==> src/rtl/stall_ctrl_pkg.sv <==
// Shared constants and types for the hazard/stall controller and the
// multiply/divide busy counter.
package stall_ctrl_pkg;

  // Tuse value meaning "this operand is not read by the instruction in D".
  localparam logic [1:0] TUSE_NONE = 2'd3;

  // Kind of multi-cycle operation launched from E.
  typedef enum logic {
    MD_MULT = 1'b0,
    MD_DIV  = 1'b1
  } md_type_e;

  // Default busy lengths after a start in E.
  localparam int MULT_CYCLES_DEF = 5;
  localparam int DIV_CYCLES_DEF  = 10;
  localparam int CNT_W_DEF       = 4;

endpackage

==> src/rtl/stall_if.sv <==
// Stall interface: hazard information flowing from the D/E/M stages into the
// stall controller, and the hold/flush decisions flowing back out.
interface stall_if;
  import stall_ctrl_pkg::*;

  // Instruction in D
  logic [4:0]  D_rs;
  logic [4:0]  D_rt;
  logic [1:0]  D_tuse_rs;
  logic [1:0]  D_tuse_rt;
  logic        D_is_md;
  // Instruction in E
  logic [4:0]  E_wa;
  logic [1:0]  E_tnew;
  logic        E_md_start;
  md_type_e    E_md_type;
  // Instruction in M
  logic [4:0]  M_wa;
  logic [1:0]  M_tnew;
  // Decisions
  logic        D_en;
  logic        PC_en;
  logic        E_flush;
  logic        md_busy;
  logic [31:0] stall_cnt;

  // The stall controller: consumes hazard info, produces hold/flush.
  modport master (
    input  D_rs, D_rt, D_tuse_rs, D_tuse_rt, D_is_md,
    input  E_wa, E_tnew, E_md_start, E_md_type,
    input  M_wa, M_tnew,
    output D_en, PC_en, E_flush, md_busy, stall_cnt
  );

  // The pipeline side: supplies hazard info, obeys hold/flush.
  modport slave (
    output D_rs, D_rt, D_tuse_rs, D_tuse_rt, D_is_md,
    output E_wa, E_tnew, E_md_start, E_md_type,
    output M_wa, M_tnew,
    input  D_en, PC_en, E_flush, md_busy, stall_cnt
  );

endinterface

==> src/rtl/md_busy_cnt.sv <==
// Loadable down-counter that marks the multiply/divide unit busy for a fixed
// number of cycles after a start. Also usable by the md unit to time its
// HI/LO writeback. CNT_W must be wide enough for the larger cycle count.
module md_busy_cnt
  import stall_ctrl_pkg::*;
#(
  parameter int MULT_CYCLES = MULT_CYCLES_DEF,
  parameter int DIV_CYCLES  = DIV_CYCLES_DEF,
  parameter int CNT_W       = CNT_W_DEF
) (
  input  logic     clk,
  input  logic     reset,
  input  logic     start,
  input  md_type_e md_type,
  output logic     busy
);

  localparam logic [CNT_W-1:0] MULT_LOAD = CNT_W'(MULT_CYCLES);
  localparam logic [CNT_W-1:0] DIV_LOAD  = CNT_W'(DIV_CYCLES);

  logic [CNT_W-1:0] cnt_q;

  // Load on a start while idle; otherwise count down to zero. A start that
  // arrives while already busy is ignored so the running operation keeps its
  // timing.
  // NOTE: sequential state is written with non-blocking assignments only, so
  // every flop samples pre-edge values regardless of process ordering.
  always_ff @(posedge clk or negedge reset) begin
    if (!reset) begin
      cnt_q <= '0;
    end else if (start && (cnt_q == '0)) begin
      cnt_q <= (md_type == MD_DIV) ? DIV_LOAD : MULT_LOAD;
    end else if (cnt_q != '0) begin
      cnt_q <= cnt_q - CNT_W'(1);
    end
  end

  assign busy = (cnt_q != '0);

endmodule

==> src/rtl/stall_ctrl.sv <==
// Hazard/stall controller. Decides, in the same cycle, whether the
// instruction in D must wait: either one of its source registers is produced
// too late by E or M to be forwarded, or it touches the md unit while a
// multiply/divide is starting or still running. A stall holds F->D and the
// PC and turns the D->E slot into a bubble. A saturating counter records how
// many cycles were lost to stalls.
module stall_ctrl
  import stall_ctrl_pkg::*;
#(
  parameter int MULT_CYCLES = MULT_CYCLES_DEF,
  parameter int DIV_CYCLES  = DIV_CYCLES_DEF,
  parameter int CNT_W       = CNT_W_DEF
) (
  input  logic     clk,
  input  logic     reset,
  stall_if.master  bus
);

  logic        stall_rs;
  logic        stall_rt;
  logic        stall_md;
  logic        d_en;
  logic        md_busy;
  logic [31:0] stall_cnt_q;

  md_busy_cnt #(
    .MULT_CYCLES (MULT_CYCLES),
    .DIV_CYCLES  (DIV_CYCLES),
    .CNT_W       (CNT_W)
  ) u_md_busy_cnt (
    .clk     (clk),
    .reset   (reset),
    .start   (bus.E_md_start),
    .md_type (bus.E_md_type),
    .busy    (md_busy)
  );

  // Hazard decision. A source register stalls only when a later stage will
  // write it and that result arrives after D needs it (tnew > tuse, unsigned);
  // anything arriving in time is handled by forwarding. $0 never stalls.
  // NOTE: combinational logic uses blocking assignments with a default for
  // every output first, so no path can leave a value held (no latch).
  always_comb begin
    stall_rs = 1'b0;
    stall_rt = 1'b0;
    stall_md = 1'b0;

    if ((bus.D_rs != 5'd0) && (bus.D_tuse_rs != TUSE_NONE)) begin
      stall_rs = ((bus.D_rs == bus.E_wa) && (bus.E_tnew > bus.D_tuse_rs)) ||
                 ((bus.D_rs == bus.M_wa) && (bus.M_tnew > bus.D_tuse_rs));
    end

    if ((bus.D_rt != 5'd0) && (bus.D_tuse_rt != TUSE_NONE)) begin
      stall_rt = ((bus.D_rt == bus.E_wa) && (bus.E_tnew > bus.D_tuse_rt)) ||
                 ((bus.D_rt == bus.M_wa) && (bus.M_tnew > bus.D_tuse_rt));
    end

    // The md unit is occupied from the start cycle in E until the counter
    // drains.
    stall_md = bus.D_is_md && (bus.E_md_start || md_busy);
  end

  assign d_en        = stall_rs | stall_rt | stall_md;
  assign bus.D_en    = d_en;
  assign bus.E_flush = d_en;
  assign bus.PC_en   = ~d_en;
  assign bus.md_busy = md_busy;

  // Count stalled cycles; sticks at all-ones instead of wrapping.
  always_ff @(posedge clk or negedge reset) begin
    if (!reset) begin
      stall_cnt_q <= '0;
    end else if (d_en && (stall_cnt_q != '1)) begin
      stall_cnt_q <= stall_cnt_q + 32'd1;
    end
  end

  assign bus.stall_cnt = stall_cnt_q;

endmodule

==> src/flat_wrapper.sv <==
// flat-port wrapper written by rule: the top's interface ports become plain ports
module stall_ctrl_flat import stall_ctrl_pkg::*;
#(
  parameter int MULT_CYCLES = MULT_CYCLES_DEF,
  parameter int DIV_CYCLES  = DIV_CYCLES_DEF,
  parameter int CNT_W       = CNT_W_DEF
)
  (clk, reset, bus_D_rs, bus_D_rt, bus_D_tuse_rs, bus_D_tuse_rt, bus_D_is_md, bus_E_wa, bus_E_tnew, bus_E_md_start, bus_E_md_type, bus_M_wa, bus_M_tnew, bus_D_en, bus_PC_en, bus_E_flush, bus_md_busy, bus_stall_cnt);
  stall_if bus_i ();
  input  logic clk;
  input  logic reset;
  input wire logic [$bits(bus_i.D_rs)-1:0] bus_D_rs;
  input wire logic [$bits(bus_i.D_rt)-1:0] bus_D_rt;
  input wire logic [$bits(bus_i.D_tuse_rs)-1:0] bus_D_tuse_rs;
  input wire logic [$bits(bus_i.D_tuse_rt)-1:0] bus_D_tuse_rt;
  input wire logic [$bits(bus_i.D_is_md)-1:0] bus_D_is_md;
  input wire logic [$bits(bus_i.E_wa)-1:0] bus_E_wa;
  input wire logic [$bits(bus_i.E_tnew)-1:0] bus_E_tnew;
  input wire logic [$bits(bus_i.E_md_start)-1:0] bus_E_md_start;
  input wire logic [$bits(bus_i.E_md_type)-1:0] bus_E_md_type;
  input wire logic [$bits(bus_i.M_wa)-1:0] bus_M_wa;
  input wire logic [$bits(bus_i.M_tnew)-1:0] bus_M_tnew;
  output wire logic [$bits(bus_i.D_en)-1:0] bus_D_en;
  output wire logic [$bits(bus_i.PC_en)-1:0] bus_PC_en;
  output wire logic [$bits(bus_i.E_flush)-1:0] bus_E_flush;
  output wire logic [$bits(bus_i.md_busy)-1:0] bus_md_busy;
  output wire logic [$bits(bus_i.stall_cnt)-1:0] bus_stall_cnt;
  assign bus_i.D_rs = bus_D_rs;
  assign bus_i.D_rt = bus_D_rt;
  assign bus_i.D_tuse_rs = bus_D_tuse_rs;
  assign bus_i.D_tuse_rt = bus_D_tuse_rt;
  assign bus_i.D_is_md = bus_D_is_md;
  assign bus_i.E_wa = bus_E_wa;
  assign bus_i.E_tnew = bus_E_tnew;
  assign bus_i.E_md_start = bus_E_md_start;
  assign bus_i.E_md_type = bus_E_md_type;
  assign bus_i.M_wa = bus_M_wa;
  assign bus_i.M_tnew = bus_M_tnew;
  assign bus_D_en = bus_i.D_en;
  assign bus_PC_en = bus_i.PC_en;
  assign bus_E_flush = bus_i.E_flush;
  assign bus_md_busy = bus_i.md_busy;
  assign bus_stall_cnt = bus_i.stall_cnt;
  stall_ctrl #(.MULT_CYCLES(MULT_CYCLES), .DIV_CYCLES(DIV_CYCLES), .CNT_W(CNT_W)) u_core (.clk(clk), .reset(reset), .bus(bus_i));
endmodule
==> config.mk <==
export PLATFORM = sky130hd
export DESIGN_NAME = stall_ctrl_flat
export DESIGN_NICKNAME = d
export VERILOG_FILES = /design/src/rtl/stall_ctrl_pkg.sv /design/src/rtl/stall_if.sv /design/src/rtl/md_busy_cnt.sv /design/src/rtl/stall_ctrl.sv /design/src/flat_wrapper.sv
export SDC_FILE = /design/constraint.sdc
export NUM_CORES = 1
export LEC_CHECK = 0
export ABC_AREA = 1
export CORE_ASPECT_RATIO = 1.25
export CORE_UTILIZATION = 38
export CTS_CLUSTER_SIZE = 24
export DETAILED_ROUTE_END_ITERATION = 10
export HOLD_SLACK_MARGIN = 0.12
export PLACE_DENSITY_LB_ADDON = 0.3
export SETUP_SLACK_MARGIN = 0.05
export SLEW_MARGIN = 10
export SYNTH_ARGS = -nofsm -noshare
export SYNTH_HDL_FRONTEND = slang
export SYNTH_SLANG_ARGS = --single-unit
==> constraint.sdc <==
create_clock -name clk -period 6.4 [get_ports clk]
set_input_delay 1.92 -clock clk [delete_from_list [all_inputs] [get_ports clk]]
set_output_delay 1.92 -clock clk [all_outputs]
set_load 0.02 [all_outputs]
After elaboration in Yosys (flattened, before gate mapping)
Index checks and enable logic that the tools add are counted.

operators by class
  add/subtract/negate cells = 2
  order comparisons = 4
  equal/unequal tests = 7
  muxes and demuxes = 5
  bitwise operators = 3
  reduce and logical (&&, ||, !) cells = 17

operators with widths
  kind                                              number
  adder 32 x 1 -> 32 bit, second input constant     1
  inequality test 32 bit, second input constant     1
  == test 5 bit                                     4
  two-way mux 4 bit                                 3
  nonzero test 5 bit                                2
  logical AND 1 bit                                 9
  > comparator 2 bit                                4
  logical NOT 4 bit                                 1
  inequality test 2 bit, second input constant      2
  nonzero test 4 bit                                1
  subtractor 4 x 1 -> 4 bit, second input constant  1
  logical OR 1 bit                                  3
  two-way mux 1 bit                                 2
  bitwise OR 1 bit                                  2
  nonzero test 2 bit                                1
  inverter 1 bit                                    1

storage, ports and cells
  register bits after elaboration = 36
  input bits = 33
  output and inout bits = 36
  word-level logic and storage cells = 40

Longest topological paths before layout
Gate-level depths: netlist of run 1.

  depth after elaboration = 7
  mapped depth = 14
  mapped depth without buffers = 13

Hierarchy
From an unflattened synthesis of run 1, not the netlist that was laid out.

second synthesis, totals
  cells, all modules = 478
  area, all modules = 3017.9 um^2

by module, submodules not included
  module       times used  cells each  area each (um^2)  sequential area each (um^2)
  stall_ctrl   1           447         2757.6            800.8
  md_busy_cnt  1           31          260.2             100.1

Least setup slack after synthesis of run 1
No wires, ideal clock.

  path type = input-to-output
  start point = input bus_E_tnew[0]
  end point = output bus_E_flush
  data arrival time = 3.203 ns
  required time = 4.480 ns
  slack = 1.277 ns
  cell stages on the path = 11
  path buffers = 2
  cells stage by stage = inv_1 ha_1 nand2_1 o21ai_0 nor2_1 nand3_1 nand2_1 nand2_1 nand3_2 buf_2 buf_4

between the ends
  cells in the longest elaborated chain, start to end = 6
  elaborated cells on any way between the ends = 10
  those cells by class = 2 x order compare; 2 x mux; 2 x bitwise; 4 x reduce/logical

ends and longest elaborated chain
  what                                          line                                RTL
  start: declaration                            flat_wrapper.sv:18                  input wire logic [$bits(bus_i.E_tnew)-1:0] bus_E_tnew;
  > comparator 2 bit, on equally long branches  stall_ctrl.sv:49, stall_ctrl.sv:54
  logical AND 1 bit, on equally long branches   stall_ctrl.sv:49, stall_ctrl.sv:54
  logical OR 1 bit, on equally long branches    stall_ctrl.sv:49, stall_ctrl.sv:54
  two-way mux 1 bit, on equally long branches   stall_ctrl.sv:48, stall_ctrl.sv:53
  bitwise OR 1 bit * (2 in a row)               stall_ctrl.sv:63                    assign d_en = stall_rs | stall_rt | stall_md;
  end: declaration                              flat_wrapper.sv:25                  output wire logic [$bits(bus_i.E_flush)-1:0] bus_E_flush;

Mark *: on every way between the ends. The rest lies on a longest branch, timed or not.

Worst setup path after layout of run 1
  start point = input bus_D_tuse_rs[1]
  end point = output bus_PC_en

between the ends
  cells in the longest elaborated chain, start to end = 7
  elaborated cells on any way between the ends = 11
  those cells by class = 2 x order compare; 1 x eq/ne; 1 x mux; 3 x bitwise; 4 x reduce/logical

ends and longest elaborated chain
  what                                          line                                RTL
  start: declaration                            flat_wrapper.sv:14                  input wire logic [$bits(bus_i.D_tuse_rs)-1:0] bus_D_tuse_rs;
  > comparator 2 bit, on equally long branches  stall_ctrl.sv:49, stall_ctrl.sv:50
  logical AND 1 bit, on equally long branches   stall_ctrl.sv:49, stall_ctrl.sv:50
  logical OR 1 bit                              stall_ctrl.sv:49                    stall_rs = ((bus.D_rs == bus.E_wa) && (bus.E_tnew > bus.D_tuse_rs)) ||
  two-way mux 1 bit *                           stall_ctrl.sv:48                    if ((bus.D_rs != 5'd0) && (bus.D_tuse_rs != TUSE_NONE)) begin
  bitwise OR 1 bit * (2 in a row)               stall_ctrl.sv:63
  inverter 1 bit *                              stall_ctrl.sv:66                    assign bus.PC_en = ~d_en;
  end: declaration                              flat_wrapper.sv:24                  output wire logic [$bits(bus_i.PC_en)-1:0] bus_PC_en;

Marks and branches as above.

==> results of run 1 <==
==> area by class of cell <==
class	instances	area [sq um]
inverters	58	218
well taps	92	115
multi-input cells	353	1750
repair buffers	69	683
flip-flops and latches	36	901
fillers	771	3680
clock buffers	8	90.1
==> registers in the layout (all words and copies together) (netlist names) <==
| name | cells |
|---|---|
| u_core.bus.stall_cnt | 32 |
| u_core.u_md_busy_cnt.cnt_q | 4 |
==> metrics by stage <==
stage	util	worst slack [ns]	total power [mW]	hold WS (ns)
floorplan	-	1.28	0.456	0.501
global placement	0.493	0.525	0.542	0.488
detailed placement	0.493	0.480	0.553	0.496
CTS	0.505	0.476	0.722	0.511
global route	0.505	0.330	0.768	0.556
finish	0.505	0.476	0.716	0.502
==> final timing paths <==
| check | start | to | slack (ns) |
|---|---|---|---|
| min in group asynchronous | reset | u_core.bus.stall_cnt[26] | 1.72 |
| max | bus_D_tuse_rs[1] | bus_PC_en | 0.48 |
| max in group asynchronous | reset | u_core.bus.stall_cnt[0] | 4.16 |
| min reg2reg | u_core.bus.stall_cnt[31] | u_core.bus.stall_cnt[31] | 0.50 |
| min | u_core.bus.stall_cnt[31] | u_core.bus.stall_cnt[31] | 0.50 |
| max reg2reg | u_core.bus.stall_cnt[0] | u_core.bus.stall_cnt[19] | 4.08 |
==> metal layers <==
layer | share of wire | GRT usage | vias up | wire length (microns)
met3 | 0.056 | 0.0455 | 24 | 419
met4 | 0.044 | 0.114 | 0 | 333
li1 | - | - | 1538 | -
met1 | 0.40 | 0.220 | 1359 | 3010
met2 | 0.50 | 0.371 | 94 | 3740
met5 | 0 | 0 | - | 0
==> layout by cell type (no fill, tap or decap), types with 2 or more instances in the layout <==
| cell | n |
|---|---|
| nor3_1 | 16 |
| inv_1 | 56 |
| clkbuf_8 | 6 |
| inv_2 | 2 |
| nand3_1 | 41 |
| a21oi_1 | 4 |
| clkbuf_1 | 2 |
| xor2_1 | 26 |
| dfrtp_1 | 36 |
| xnor2_1 | 8 |
| ha_1 | 11 |
| nand2_1 | 179 |
| clkdlybuf4s50_1 | 67 |
| o21ai_0 | 7 |
| nand4_1 | 4 |
| nor2_1 | 48 |
==> cell families after synthesis <==
logic type,Yosys count,synth area share
xor gates and xnor gates,34,0.101
adders and majority gates,11,0.0468
AOI/OAI and AO/OA,12,0.0213
buffers and inverters,68,0.0982
and+or+nand+nor,296,0.426
DFF,36,0.306
==> worst register-to-register path: stages (launching register included) <==
cell and delay (ns):
dfrtp_1 0.44, ha_1 0.26, inv_2 0.08, nor3_4 0.25, nand2_2 0.16, nor2_4 0.17
nand3_4 0.32, nand2_4 0.43, nand2_1 0.09, nand2_1 0.08
==> power by group through the flow <==
| stage | sequential [mW] | combinational (mW) | clock, mW |
|---|---|---|---|
| 6_report | 0.294 | 0.254 | 0.168 |
| 4_1_cts | 0.294 | 0.256 | 0.172 |
| 3_5_place_dp | 0.298 | 0.255 | 0 |
| 3_3_place_gp | 0.296 | 0.247 | 0 |
| 5_1_grt | 0.299 | 0.290 | 0.180 |
| 2_1_floorplan | 0.308 | 0.148 | 0 |
==> summary.md, run 1 <==
| Metric | Value |
|---|---|
| Post-synth EDFFs | `0` |
| Instance count on the critical path | `11` |
| Synth unique cells | `25` |
| Unrepaired setup endpoints after global routing | `false` |
| ANT cells | `0` |
| 1st-iter DRT viols | `159` |
| Cell internal pwr | `0.457 mW` |
| Port bufs | `68` |
| Crit path buffers/inverters | `4` |
| Max Slew Vio Count | `0` |
| Syn_area_per_cell | `6.44 sq um` |
| Switching Power | `0.259 mW` |
| Ratio of final minimum period to clock period | `0.926` |
| Setup TNS | `0 ns` |
| CTS tree | `yes` |
| Crit-path max FO | `4` |
| Min-delay worst type | `register to register` |
| Final hold vios | `0` |
| Initial antenna violation count | `0` |
| Number of H-tree levels | `2` |
| DR pass1 iterations | `4` |
| Area delta synth->final | `27.8%` |
| DP Wirelength | `5.90 mm` |
| Routed len/inst | `12.2 microns` |
| VDD IR max | `0.160 mV` |
| Hold buffers post-CTS | `0` |
| Reg2reg path depth | `9` |
| First-pass GRT wire length | `13.1 mm` |
| Crit path launch type | `input port` |
| Final instance area | `0.00376 sq mm` |
| DR vias/cell | `4.89` |
| Slowest CP cell | `clkdlybuf4s50_1` |
| Mapped cell area | `0.00294 sq mm` |
| Crit. End Element | `primary output` |
| Sequential share of the synthesized area | `0.306` |
| Bufs on Longest Clock Path | `2` |
| Vias post-DR | `3015` |
| Die ar. | `0.00810 sq mm` |
| Sink Count | `36` |
| # setup viols final | `0` |
| Leak Pwr | `1.86 nW` |
| Initial Util | `0.395` |
| Ordered cell list for the critical path | `clkdlybuf4s50_1 > inv_1 > ha_1 > a21oi_1 > nor2_1 > nand3_1 > nand2_1 > nand2_1 > nand3_2 > inv_1 > clkdlybuf4s50_1` |
| Clock latency on the worst-skew pair | `0.29 ns` |
| CP delay by family, top | `buffers and inverters` |
| Final net count | `567` |
| Syn nets | `501` |
| Worst-margin pin slew | `0.826 ns` |
| Maxcap violations | `0` |
| Yosys reg bits | `36` |
| Cell Count Post-Placement | `608` |
| Count leader, synth | `nand2_1` |
| Core Area | `0.00744 sq mm` |
| Drt total wl | `7.50 mm` |
| Post-CTS Setup Bufs | `0` |
| Gr usage total | `0.207` |
| Yosys top cell area share | `0.306` |
| Post-DP Area | `0.00367 sq mm` |
| Top_reg_cell synth | `dfrtp_1` |
| Clock power share | `0.235` |
| Hold path cells | `2` |
| Worst clock skew | `0.00788 ns` |
| Combinational share of power | `0.354` |
| Post_cts resized | `0` |
| Yosys warning count | `0` |
| Die Wd | `80.7 microns` |
| Final min period | `5.92 ns` |
| Gr ovfl total | `0` |
| Post-synthesis cell count | `457` |
| I/O Pins | `69` |
| Max stage delay on crit path | `0.60 ns` |
| Largest cells by area after synthesis | `dfrtp_1 31%, nand2_1 23%, xor2_1 7.7%, inv_1 7.1%, nand3_1 7.0%` |
| Crit path kind | `input port to primary output` |
| Sw frac | `0.362` |
| Number of global-route vias before repair | `3008` |
| Fmax achieved | `0.169 GHz` |
| Top cells by instance count after synthesis | `179 x nand2_1, 56 x inv_1, 48 x nor2_1, 41 x nand3_1, 36 x dfrtp_1` |
| Slew HR | `0.449` |
| Largest net degree at the start of global routing | `37` |
| Routability cong. | `1.00` |
| Root Driver | `clkbuf_8` |
| Die height | `100 microns` |
| CP Data Arrival Time | `4.00 ns` |
| Post-route ant nets | `0` |
| Outcome | `finished clean` |
| Seq pwr share | `0.411` |
| Post-synth ARST share | `1.00` |
| TritonCTS Buffers | `5` |
| Final cell count without fillers | `616` |
| Worst path required time | `4.48 ns` |
| FP Rows | `35` |
| Share of cells above drive strength 1 | `0.0324` |
| DRC | `0` |
| Worst-path clk slew | `0.06 ns` |
| Pwr Density | `190 mW/mm^2` |
| Dominant cell type by area after synthesis | `dfrtp_1` |
Note: power is estimated with default switching activity, not from simulation.
==> inputs of run 2 (changes only) <==
CTS_CLUSTER_DIAMETER = 30   (was default)
RECOVER_POWER = 25   (was default)
==> summary.md, run 2 (synthesis gave the netlist of run 1 again) <==
| Metric | Value |
|---|---|
| Drt total wl | `7.50 mm` |
| Final hold vios | `0` |
| Worst path required time | `4.48 ns` |
| Clock latency on the worst-skew pair | `0.29 ns` |
| Sink Count | `36` |
| Area delta synth->final | `27.7%` |
| Max Used Layer | `met4` |
| Worst clock skew | `0.00805 ns` |
| Core Area | `0.00744 sq mm` |
| # setup viols final | `0` |
| Maxcap violations | `1` |
| Post-route ant nets | `0` |
| Root Driver | `clkbuf_8` |
| VDD IR max | `0.160 mV` |
| Gr ovfl total | `0` |
| Max reg flops | `32` |
| Clock power share | `0.235` |
| Vias post-DR | `3017` |
| Pwr Density | `190 mW/mm^2` |
| Max Slew Vio Count | `37` |
| Routability cong. | `1.00` |
| TritonCTS Buffers | `5` |
| CTS tree | `yes` |
| DR pass1 iterations | `4` |
| Wire length on met2 | `3.73 mm` |
| Sw frac | `0.362` |
| Worst-path clk slew | `0.06 ns` |
| Cell internal pwr | `0.457 mW` |
| Hold buffers post-CTS | `0` |
| Tot Pwr | `0.716 mW` |
| Number of global-route vias before repair | `3008` |
| Outcome | `finished with violations` |
| Gr usage total | `0.207` |
| DP Wirelength | `5.90 mm` |
| Min-delay worst type | `register to register` |
| Worst-margin pin slew | `1.98 ns` |
| Largest net degree at the start of global routing | `37` |
| Crit-path max FO | `4` |
| Combinational share of power | `0.354` |
| Die ar. | `0.00810 sq mm` |
| CP Data Arrival Time | `4.00 ns` |
| DR vias/cell | `4.90` |
| Die height | `100 microns` |
| Number of H-tree levels | `2` |
| Switching Power | `0.259 mW` |
| Most frequent cells in the layout | `179 x nand2_1, 67 x clkdlybuf4s50_1, 56 x inv_1` |
| Final min period | `5.92 ns` |
| Port bufs | `68` |
| DRC | `0` |
| Final net count | `567` |
| Ratio of final minimum period to clock period | `0.926` |
| Seq pwr share | `0.411` |
| ANT cells | `0` |
| Violated checks | `max-capacitance violations, max-slew violations` |
| Slew HR | `-0.323` |
| Setup TNS | `0 ns` |
| Share of cells above drive strength 1 | `0.0305` |
| I/O Pins | `69` |
| Initial Util | `0.395` |
| Bufs on Longest Clock Path | `2` |
| Die Wd | `80.7 microns` |
| First-pass GRT wire length | `13.1 mm` |
| 1st-iter DRT viols | `159` |
| Met3 wire len | `421 microns` |
| Fmax achieved | `0.169 GHz` |
| Initial antenna violation count | `0` |
| Routed len/inst | `12.2 microns` |
| Leak Pwr | `1.85 nW` |
| Unrepaired setup endpoints after global routing | `false` |
| Most common cell after layout, fill and taps aside | `nand2_1` |
| Post-CTS Setup Bufs | `0` |
| FP Rows | `35` |
| Crit. End Element | `primary output` |
| Post_cts resized | `0` |
| Crit path kind | `input port to primary output` |
| Crit path launch type | `input port` |
| Met1 wire length | `3.01 mm` |
run 2: cell types whose count changed in the layout (fill, tap and decap cells not counted):
cell	change
buf_2	-1
clkbuf_1	+1
run 2: final cells by class:
cell class	instances	area (sq um)
inverters	58	218
clock buffers	8	90.1
well taps	92	115
fillers	772	3690
multi-input cells	353	1750
repair buffers	69	682
flip-flops and latches	36	901
run 2: worst max-delay path, cell delays in order:
cell             delay [ns]
clkdlybuf4s50_1        0.47
inv_1                  0.06
ha_1                   0.29
a21oi_1                0.16
nor2_1                 0.06
nand3_1                0.07
nand2_1                0.05
nand2_1                0.07
nand3_2                0.16
inv_1                  0.08
clkdlybuf4s50_1        0.60
run 2: final timing paths:
kind                       cells past startpoint                        to  slack, ns                     start
setup / recovery                              11                 bus_PC_en       0.48          bus_D_tuse_rs[1]
hold / removal                                 2  u_core.bus.stall_cnt[31]       0.50  u_core.bus.stall_cnt[31]
setup reg to reg                               9  u_core.bus.stall_cnt[19]       4.08   u_core.bus.stall_cnt[0]
hold reg to reg                                2  u_core.bus.stall_cnt[31]       0.50  u_core.bus.stall_cnt[31]
max in group asynchronous                      1   u_core.bus.stall_cnt[0]       3.08                     reset
min in group asynchronous                      1  u_core.bus.stall_cnt[24]       2.18                     reset
run 2: routing by layer:
metal  vias to the layer above  GRT usage
met4                         0      0.114
met3                        24     0.0455
met1                      1358      0.220
li1                       1539          -
met2                        96      0.371
met5                         -          0
run 2: power by group through the flow:
stage | Combinational [mW] | Clock (mW) | Sequential (mW)
after global routing | 0.289 | 0.180 | 0.299
after global placement | 0.247 | 0 | 0.296
after CTS | 0.256 | 0.172 | 0.294
after detailed placement | 0.255 | 0 | 0.298
after floorplan | 0.148 | 0 | 0.308
final | 0.254 | 0.168 | 0.294
run 2: metrics by stage:
step	hold slack, ns	util	instances	setup WS [ns]	cell area, sq um
after global routing	0.556	0.505	616	0.330	3760
after CTS	0.511	0.505	616	0.476	3760
after global placement	0.488	0.493	608	0.525	3670
after detailed placement	0.496	0.493	608	0.480	3670
final	0.502	0.505	616	0.476	3760
after floorplan	0.501	-	457	1.28	2940
==> inputs of run 3 (changes only) <==
MAX_ROUTING_LAYER = met4   (was default)
==> summary.md, run 3 (synthesis gave the netlist of run 1 again) <==
| Metric | Value |
|---|---|
| Slowest CP cell | `clkdlybuf4s50_1` |
| CP Data Arrival Time | `3.99 ns` |
| Outcome | `finished with violations` |
| Core Area | `0.00744 sq mm` |
| Most Used Layer, Global Route | `met2` |
| # setup viols final | `0` |
| Crit path launch type | `input port` |
| ANT cells | `0` |
| Final instance area | `0.00376 sq mm` |
| I/O Pins | `69` |
| VDD IR max | `0.151 mV` |
| Setup TNS | `0 ns` |
| Root Driver | `clkbuf_8` |
| Number of global-route vias before repair | `2946` |
| M2 GR Usage | `0.367` |
| Violated checks | `max-capacitance violations, max-slew violations` |
| Post-CTS Setup Bufs | `0` |
| Fmax achieved | `0.169 GHz` |
| Share of cells above drive strength 1 | `0.0305` |
| Worst-margin pin slew | `1.88 ns` |
| Ordered cell list for the critical path | `clkdlybuf4s50_1 > inv_1 > ha_1 > a21oi_1 > nor2_1 > nand3_1 > nand2_1 > nand2_1 > nand3_2 > inv_1 > clkdlybuf4s50_1` |
| Area delta synth->final | `27.7%` |
| Initial antenna violation count | `0` |
| Vias post-DR | `2996` |
| Gr ovfl total | `0` |
| Routed len/inst | `11.9 microns` |
| DR pass1 iterations | `4` |
| Final net count | `567` |
| Slew HR | `-0.251` |
| Worst clock skew | `0.0109 ns` |
| Post_cts resized | `0` |
| Die Wd | `80.7 microns` |
| Unrepaired setup endpoints after global routing | `false` |
| Most frequent cells in the layout | `179 x nand2_1, 67 x clkdlybuf4s50_1, 56 x inv_1` |
| Final min period | `5.91 ns` |
| Worst-path clk slew | `0.06 ns` |
| Sw frac | `0.359` |
| Crit-path max FO | `4` |
| Leak Pwr | `1.85 nW` |
| Hold buffers post-CTS | `0` |
| Post-route ant nets | `0` |
| Drt total wl | `7.36 mm` |
| Die ar. | `0.00810 sq mm` |
| Seq pwr share | `0.413` |
| Pwr Density | `190 mW/mm^2` |
| Gr usage total | `0.205` |
| Worst path required time | `4.48 ns` |
| Switching Power | `0.256 mW` |
| Max Slew Vio Count | `37` |
| Port bufs | `68` |
| Most common cell after layout, fill and taps aside | `nand2_1` |
| DP Wirelength | `5.90 mm` |
| Number of H-tree levels | `2` |
| Clock latency on the worst-skew pair | `0.28 ns` |
| Met1 usage | `0.214` |
| Final hold vios | `0` |
| Routability cong. | `1.03` |
| Clock power share | `0.232` |
| Initial Util | `0.395` |
| 1st-iter DRT viols | `169` |
| Min-delay worst type | `register to register` |
| Ratio of final minimum period to clock period | `0.924` |
| Sink Count | `36` |
| Crit path kind | `input port to primary output` |
| Maxcap violations | `1` |
| Crit. End Element | `primary output` |
| First-pass GRT wire length | `12.7 mm` |
| Max stage delay on crit path | `0.60 ns` |
| Largest net degree at the start of global routing | `37` |
| FP Rows | `35` |
| Combinational share of power | `0.355` |
| Cell internal pwr | `0.457 mW` |
| Bufs on Longest Clock Path | `2` |
| DR vias/cell | `4.86` |
| Max reg flops | `32` |
| GR Util met3 | `0.0355` |
| DRC | `0` |
| TritonCTS Buffers | `5` |
| Post-DP Area | `0.00367 sq mm` |
| Die height | `100 microns` |
| Tot Pwr | `0.713 mW` |
| CTS tree | `yes` |
[run 3: cell counts in the layout (fill, tap and decap cells not counted)]
Identical to the previous run, type by type.
[run 3: power by group through the flow]
stage	clock [mW]	sequential (mW)	combinational, mW
floorplan	0	0.308	0.148
global placement	0	0.296	0.247
detailed placement	0	0.299	0.255
CTS	0.168	0.295	0.256
global route	0.176	0.298	0.288
finish	0.165	0.295	0.253
[run 3: per-layer routing]
layer,share of wire,up-vias,wire [microns]
li1,-,1544,-
met1,0.41,1343,2990
met3,0.048,23,353
met5,0,-,0
met2,0.51,86,3740
met4,0.037,0,270
[run 3: metrics by stage]
stage | worst slack (ns) | std cells | util | hold slack (ns)
finish | 0.486 | 616 | 0.505 | 0.510
global route | 0.341 | 616 | 0.505 | 0.561
floorplan | 1.28 | 457 | - | 0.501
detailed placement | 0.481 | 608 | 0.493 | 0.498
CTS | 0.475 | 616 | 0.505 | 0.513
global placement | 0.525 | 608 | 0.493 | 0.488
[run 3: cell type report]
type	instances	area (sq um)
Clock buffer	8	90.1
Fill cell	782	3690
Inverter	58	218
Multi-Input combinational cell	353	1750
Sequential cell	36	901
Tap cell	92	115
Timing Repair Buffer	69	682
[run 3: worst paths after layout]
check | from | to | slack [ns] | depth (start not counted)
setup reg to reg | u_core.bus.stall_cnt[0] | u_core.bus.stall_cnt[12] | 4.07 | 9
hold / removal | u_core.bus.stall_cnt[31] | u_core.bus.stall_cnt[31] | 0.51 | 2
hold reg to reg | u_core.bus.stall_cnt[31] | u_core.bus.stall_cnt[31] | 0.51 | 2
setup / recovery | bus_D_tuse_rs[1] | bus_PC_en | 0.49 | 11
min in group asynchronous | reset | u_core.bus.stall_cnt[26] | 2.15 | 1
max in group asynchronous | reset | u_core.bus.stall_cnt[0] | 3.17 | 1
[run 3: worst max-delay path: cells and delay by family]
family	cells	cell delay [ns]
AOI/OAI and AO/OA	1	0.15
adders and majority gates	1	0.29
buffers and inverters	4	1.23
and+or+nand+nor	5	0.39
==> RTL edit 1 (settings of run 1) <==
The package constant `CNT_W_DEF` goes from 4 to 6.
--- a/src/rtl/stall_ctrl_pkg.sv
+++ b/src/rtl/stall_ctrl_pkg.sv
@@ -14,7 +14,7 @@
   // Default busy lengths after a start in E.
   localparam int MULT_CYCLES_DEF = 5;
   localparam int DIV_CYCLES_DEF  = 10;
-  localparam int CNT_W_DEF       = 4;
+  localparam int CNT_W_DEF       = 6;
 
 endpackage
 
Behaviour: no difference found for any inputs over 10 cycles, from zero or initial values and one cycle with reset low; that may be too few to reach the edited logic, so the function may still have changed.
==> RTL edit 1 against run 1 <==
  * Setup slack got worse by 0.011 ns
  * Area after synthesis increased by 6.8%
  * Worst hold slack improved by 0.037 ns
  * Sequential cell count increased by 2
  * Wire length increased by 2.1%
  * Power increased by 5.0%
  * Register-to-register slack improved by 0.06 ns
  * Combinational power increased by 6%
  * Critical path type unchanged
  * Global-route usage decreased by 1.7 points
  * Cell area increased by 5.0%
  * Clock power increased by 2%
==> RTL edit 1: results (changes against run 1) <==
- DP Worst Slack: 0.462 ns (-0.0181 ns)
- Max VDD drop: 0.000155 V (-2.7%)
- Tightest Pin Transition: 0.832 ns (+0.00562 ns)
- Iteration-0 DRC Markers: 147 (-7.5%)
- Pleak: 1.93 nW (+3.9%)
- Crit-path max cell delay: 0.66 ns (+0.06 ns)
- Sequential area share after synthesis: 30.3% (-0.35 points)
- R2R Setup Slk: 4.14 ns (+0.06 ns)
- Cell internal pwr: 0.483 mW (+5.7%)
- Worst Setup EP: bus_D_en
- Routing usage on met2: 34.3% (-2.8 points)
- Comb. pwr: 0.270 mW (+6%)
- Net Sw Frac: 35.7% (-0.45 points)
- Routed len/inst: 12.0 µm (-1.2%)
- Placed Instance Area: 3850 µm² (+5.0%)
- First-pass GRT wire length: 13.6 mm (+3.9%)
- Largest net degree at the start of global routing: 39 (+5.4%)
- Status: completed
- GP Congestion: 0.882 (-12%)
- Worst hold start: u_core.bus.stall_cnt[1]
- Drt total wl: 7.66 mm (+2.1%)
- RR Endpoint: u_core.bus.stall_cnt[25]
- Vias: 3147 (+4.4%)
- Top cells by area, synth: dfrtp_1 30%, nand2_1 21%, inv_1 7.3%
- Final hold slack: 0.539 ns (+0.0366 ns)
- Post-DP HPWL: 6.02 mm (+2.0%)
- Metal2 WL: 3.94 mm (+5.4%)
- Seq pwr share: 41.3% (+0.2 points)
- Met3 WL: 370 µm (-12%)
- Fin util: 50.1% (-0.44 points)
- Fin Clk Skew: 0.00605 ns (-0.00183 ns)
- Fmax: 169 MHz (-0.18%)
- Top cells by count, synth: 178 x nand2_1, 61 x inv_1, 49 x nor2_1
- Syn_nets: 519 (+3.6%)
- Met1 Use GR: 21.2% (-0.87 points)
RTL edit 1: area by class of cell:
| cell class | instances | share of cell area, % |
|---|---|---|
| clock inverters | 1 | 0.127 |
| well taps | 95 | 3.01 |
| clock buffers | 7 | 2.19 |
| multi-input cells | 365 | 47.4 |
| inverters | 62 | 5.90 |
| repair buffers | 69 | 17.3 |
| flip-flops and latches | 38 | 24.1 |
RTL edit 1: cells by family after synthesis:
logic type,after synthesis,synth area share (%)
buffers and inverters,72,10.2
DFF,38,30.3
AOI/OAI and AO/OA,15,2.67
adders and majority gates,11,4.38
and+or+nand+nor,309,44.1
xor gates and xnor gates,30,8.36
RTL edit 1: worst max-delay path: cells and delay by family:
| family | cells | cell delay [ns] |
|---|---|---|
| adders and majority gates | 1 | 0.29 |
| buffers and inverters | 4 | 1.23 |
| and+or+nand+nor | 8 | 0.57 |
==> RTL edit 2 (config.mk and constraints of run 1) <==
Made on the original files. Reset style: synchronous (`reset`), changed in 2 clocked blocks.
--- a/src/rtl/md_busy_cnt.sv
+++ b/src/rtl/md_busy_cnt.sv
@@ -25,7 +25,7 @@
   // timing.
   // NOTE: sequential state is written with non-blocking assignments only, so
   // every flop samples pre-edge values regardless of process ordering.
-  always_ff @(posedge clk or negedge reset) begin
+  always_ff @(posedge clk) begin
     if (!reset) begin
       cnt_q <= '0;
     end else if (start && (cnt_q == '0)) begin
--- a/src/rtl/stall_ctrl.sv
+++ b/src/rtl/stall_ctrl.sv
@@ -67,7 +67,7 @@
   assign bus.md_busy = md_busy;
 
   // Count stalled cycles; sticks at all-ones instead of wrapping.
-  always_ff @(posedge clk or negedge reset) begin
+  always_ff @(posedge clk) begin
     if (!reset) begin
       stall_cnt_q <= '0;
     end else if (d_en && (stall_cnt_q != '1)) begin
Behaviour: differs if reset is asserted again (counterexample within 4 cycles, from zero or initial values and one cycle with reset low); with reset held inactive, the same outputs for 10 cycles.
==> RTL edit 2 against run 1 <==
  * Area after synthesis is 4.6% lower
  * Sequential cell count stayed put
  * Combinational power is 13% lower
  * Setup slack better by 0.059 ns
  * Wire length is 8.4% lower
  * First-iteration DRC count is 12% higher
  * Clock power hardly changed
  * Maximum frequency is 1.0% higher
  * Power is 11% lower
  * Count of clock-buffer cells in the layout is 2 lower
  * Register-to-register slack better by 0.27 ns
  * Sequential share of layout area is 4.0 points lower
  * Cell area is 4.2% lower
  * Critical path type unchanged
  * Largest power group unchanged
  * Highest routed layer unchanged
==> RTL edit 2: results (changes against run 1) <==
- Fin Clk Skew: 0.00366 ns (-0.00422 ns)
- Crit-path max cell delay: 0.61 ns
- Gr usage total: 18.9% (-1.8 points)
- H-tree Lvls: 2 (unchanged)
- Crit path DAT: 3.94 ns (-0.06 ns)
- CP max FO: 4 (unchanged)
- Layout cells sized above 1: 5.49% (+2.3 points)
- Synth unique cells: 28 (+12%)
- Routing usage on met2: 33.9% (-3.2 points)
- Ys flop type: dfxtp_1
- Top cells by area, synth: dfxtp_1 26%, nand2_1 18%, inv_1 10%
- GP Congestion: 0.999 (-0.34%)
- Post-DP HPWL: 5.49 mm (-7.0%)
- HP Class: reg2reg
- Status: completed
- Sequential area share after synthesis: 25.7% (-4.9 points)
- TritonCTS Buffers: 5 (unchanged)
- Pleak: 1.70 nW (-8.5%)
- Met1 Use GR: 20.5% (-1.6 points)
- Setup Fix Bufs, Post-CTS: 0 (unchanged)
- First-pass GRT wire length: 11.8 mm (-9.7%)
- Syn_nets: 526 (+5.0%)
- GRT met3 Usage: 3.74% (-0.81 points)
- DP Worst Slack: 0.509 ns (+0.0293 ns)
- Drt total wl: 6.87 mm (-8.4%)
- Normalized max-slew margin: 60.7% (+16 points)
- Async set-reset flop share out of synthesis: 0% (-100 points)
- CTS max path bufs: 2 (unchanged)
- Vias in the first global route: 2823 (-6.2%)
- Initial antenna violation count: 0 (unchanged)
- Crit share post-route: 91.6% (-0.92 points)
- 1st-pass router iterations: 4 (unchanged)
- Vias: 3069 (+1.8%)
- # diodes: 0 (unchanged)
- CP max-delay cell: clkdlybuf4s50_1
- Max FFs per register: 32 (unchanged)
- Root buffer cell: clkbuf_8
- Largest net degree at the start of global routing: 65 (+76%)
- Iteration-0 DRC Markers: 178 (+12%)
- Nets: 589 (+3.9%)
- Clk pin slew, worst setup/hold paths: around 0.07 ns
- Top cells by count, synth: 136 x nand2_1, 77 x inv_1, 72 x nor2_1
- Buffers on Ports: 68 (unchanged)
- Max VDD drop: 0.000107 V (-33%)
- Synth warn: 0 (unchanged)
- Post-CTS sizing: 0 (unchanged)
- Clk Latency, worst-skew pair: 0.29 ns (about the same)
## RTL edit 2: layer usage
layer | share of wire [%] | up-vias
met5 | 0 | -
met4 | 3.9 | 0
met3 | 4.8 | 19
met2 | 51 | 87
met1 | 41 | 1339
li1 | - | 1624
## RTL edit 2: kinds of logic (layout without fill, tap and decap cells)
| logic type | count (synthesis) | after routing | share of synthesized area [%] |
|---|---|---|---|
| buffers and inverters | 94 | 158 | 14.4 |
| AOI/OAI and AO/OA | 47 | 47 | 8.52 |
| xor gates and xnor gates | 5 | 5 | 1.56 |
| DFF | 36 | 36 | 25.7 |
| adders and majority gates | 11 | 11 | 4.90 |
| and+or+nand+nor | 289 | 289 | 44.9 |
## RTL edit 2: where the power goes
part	internal, mW	leakage (nW)	switching (mW)
logic	0.0900	1.36	0.130
registers	0.238	0.291	0.0111
clock network	0.0859	0.0510	0.0826
## RTL edit 2: worst paths after layout
| kind | start | to | slack, ns | depth (start not counted) |
|---|---|---|---|---|
| hold / removal | u_core.bus.stall_cnt[1] | u_core.bus.stall_cnt[1] | 0.54 | 2 |
| setup reg to reg | u_core.u_md_busy_cnt.cnt_q[0] | u_core.bus.stall_cnt[23] | 4.35 | 13 |
| hold reg to reg | u_core.bus.stall_cnt[1] | u_core.bus.stall_cnt[1] | 0.54 | 2 |
| setup / recovery | bus_D_tuse_rt[1] | bus_D_en | 0.54 | 13 |
## RTL edit 2: critical path: cells and delay by family
| family | cells | cell delay [ns] |
|---|---|---|
| buffers and inverters | 4 | 1.18 |
| AND/OR/NAND/NOR | 8 | 0.56 |
| adder cells (fa/ha/maj) | 1 | 0.28 |
## RTL edit 2: stage by stage
step	cell area (µm²)	utilization, %	std cells	hold slack (ns)
CTS	3600	51.0	636	0.547
global placement	3510	49.7	628	0.518
detailed placement	3510	49.7	628	0.538
finish	3600	51.0	636	0.545
global route	3600	51.0	636	0.563
floorplan	2810	-	482	0.557
## RTL edit 2: cell type report
| class | count | area [µm²] |
|---|---|---|
| Fill cell | 748 | 3460 |
| Multi-Input combinational cell | 352 | 1680 |
| Sequential cell | 36 | 721 |
| Timing Repair Buffer | 70 | 696 |
| Inverter | 80 | 300 |
| Tap cell | 90 | 113 |
| Clock buffer | 6 | 82.6 |
| Clock inverter | 2 | 10.0 |
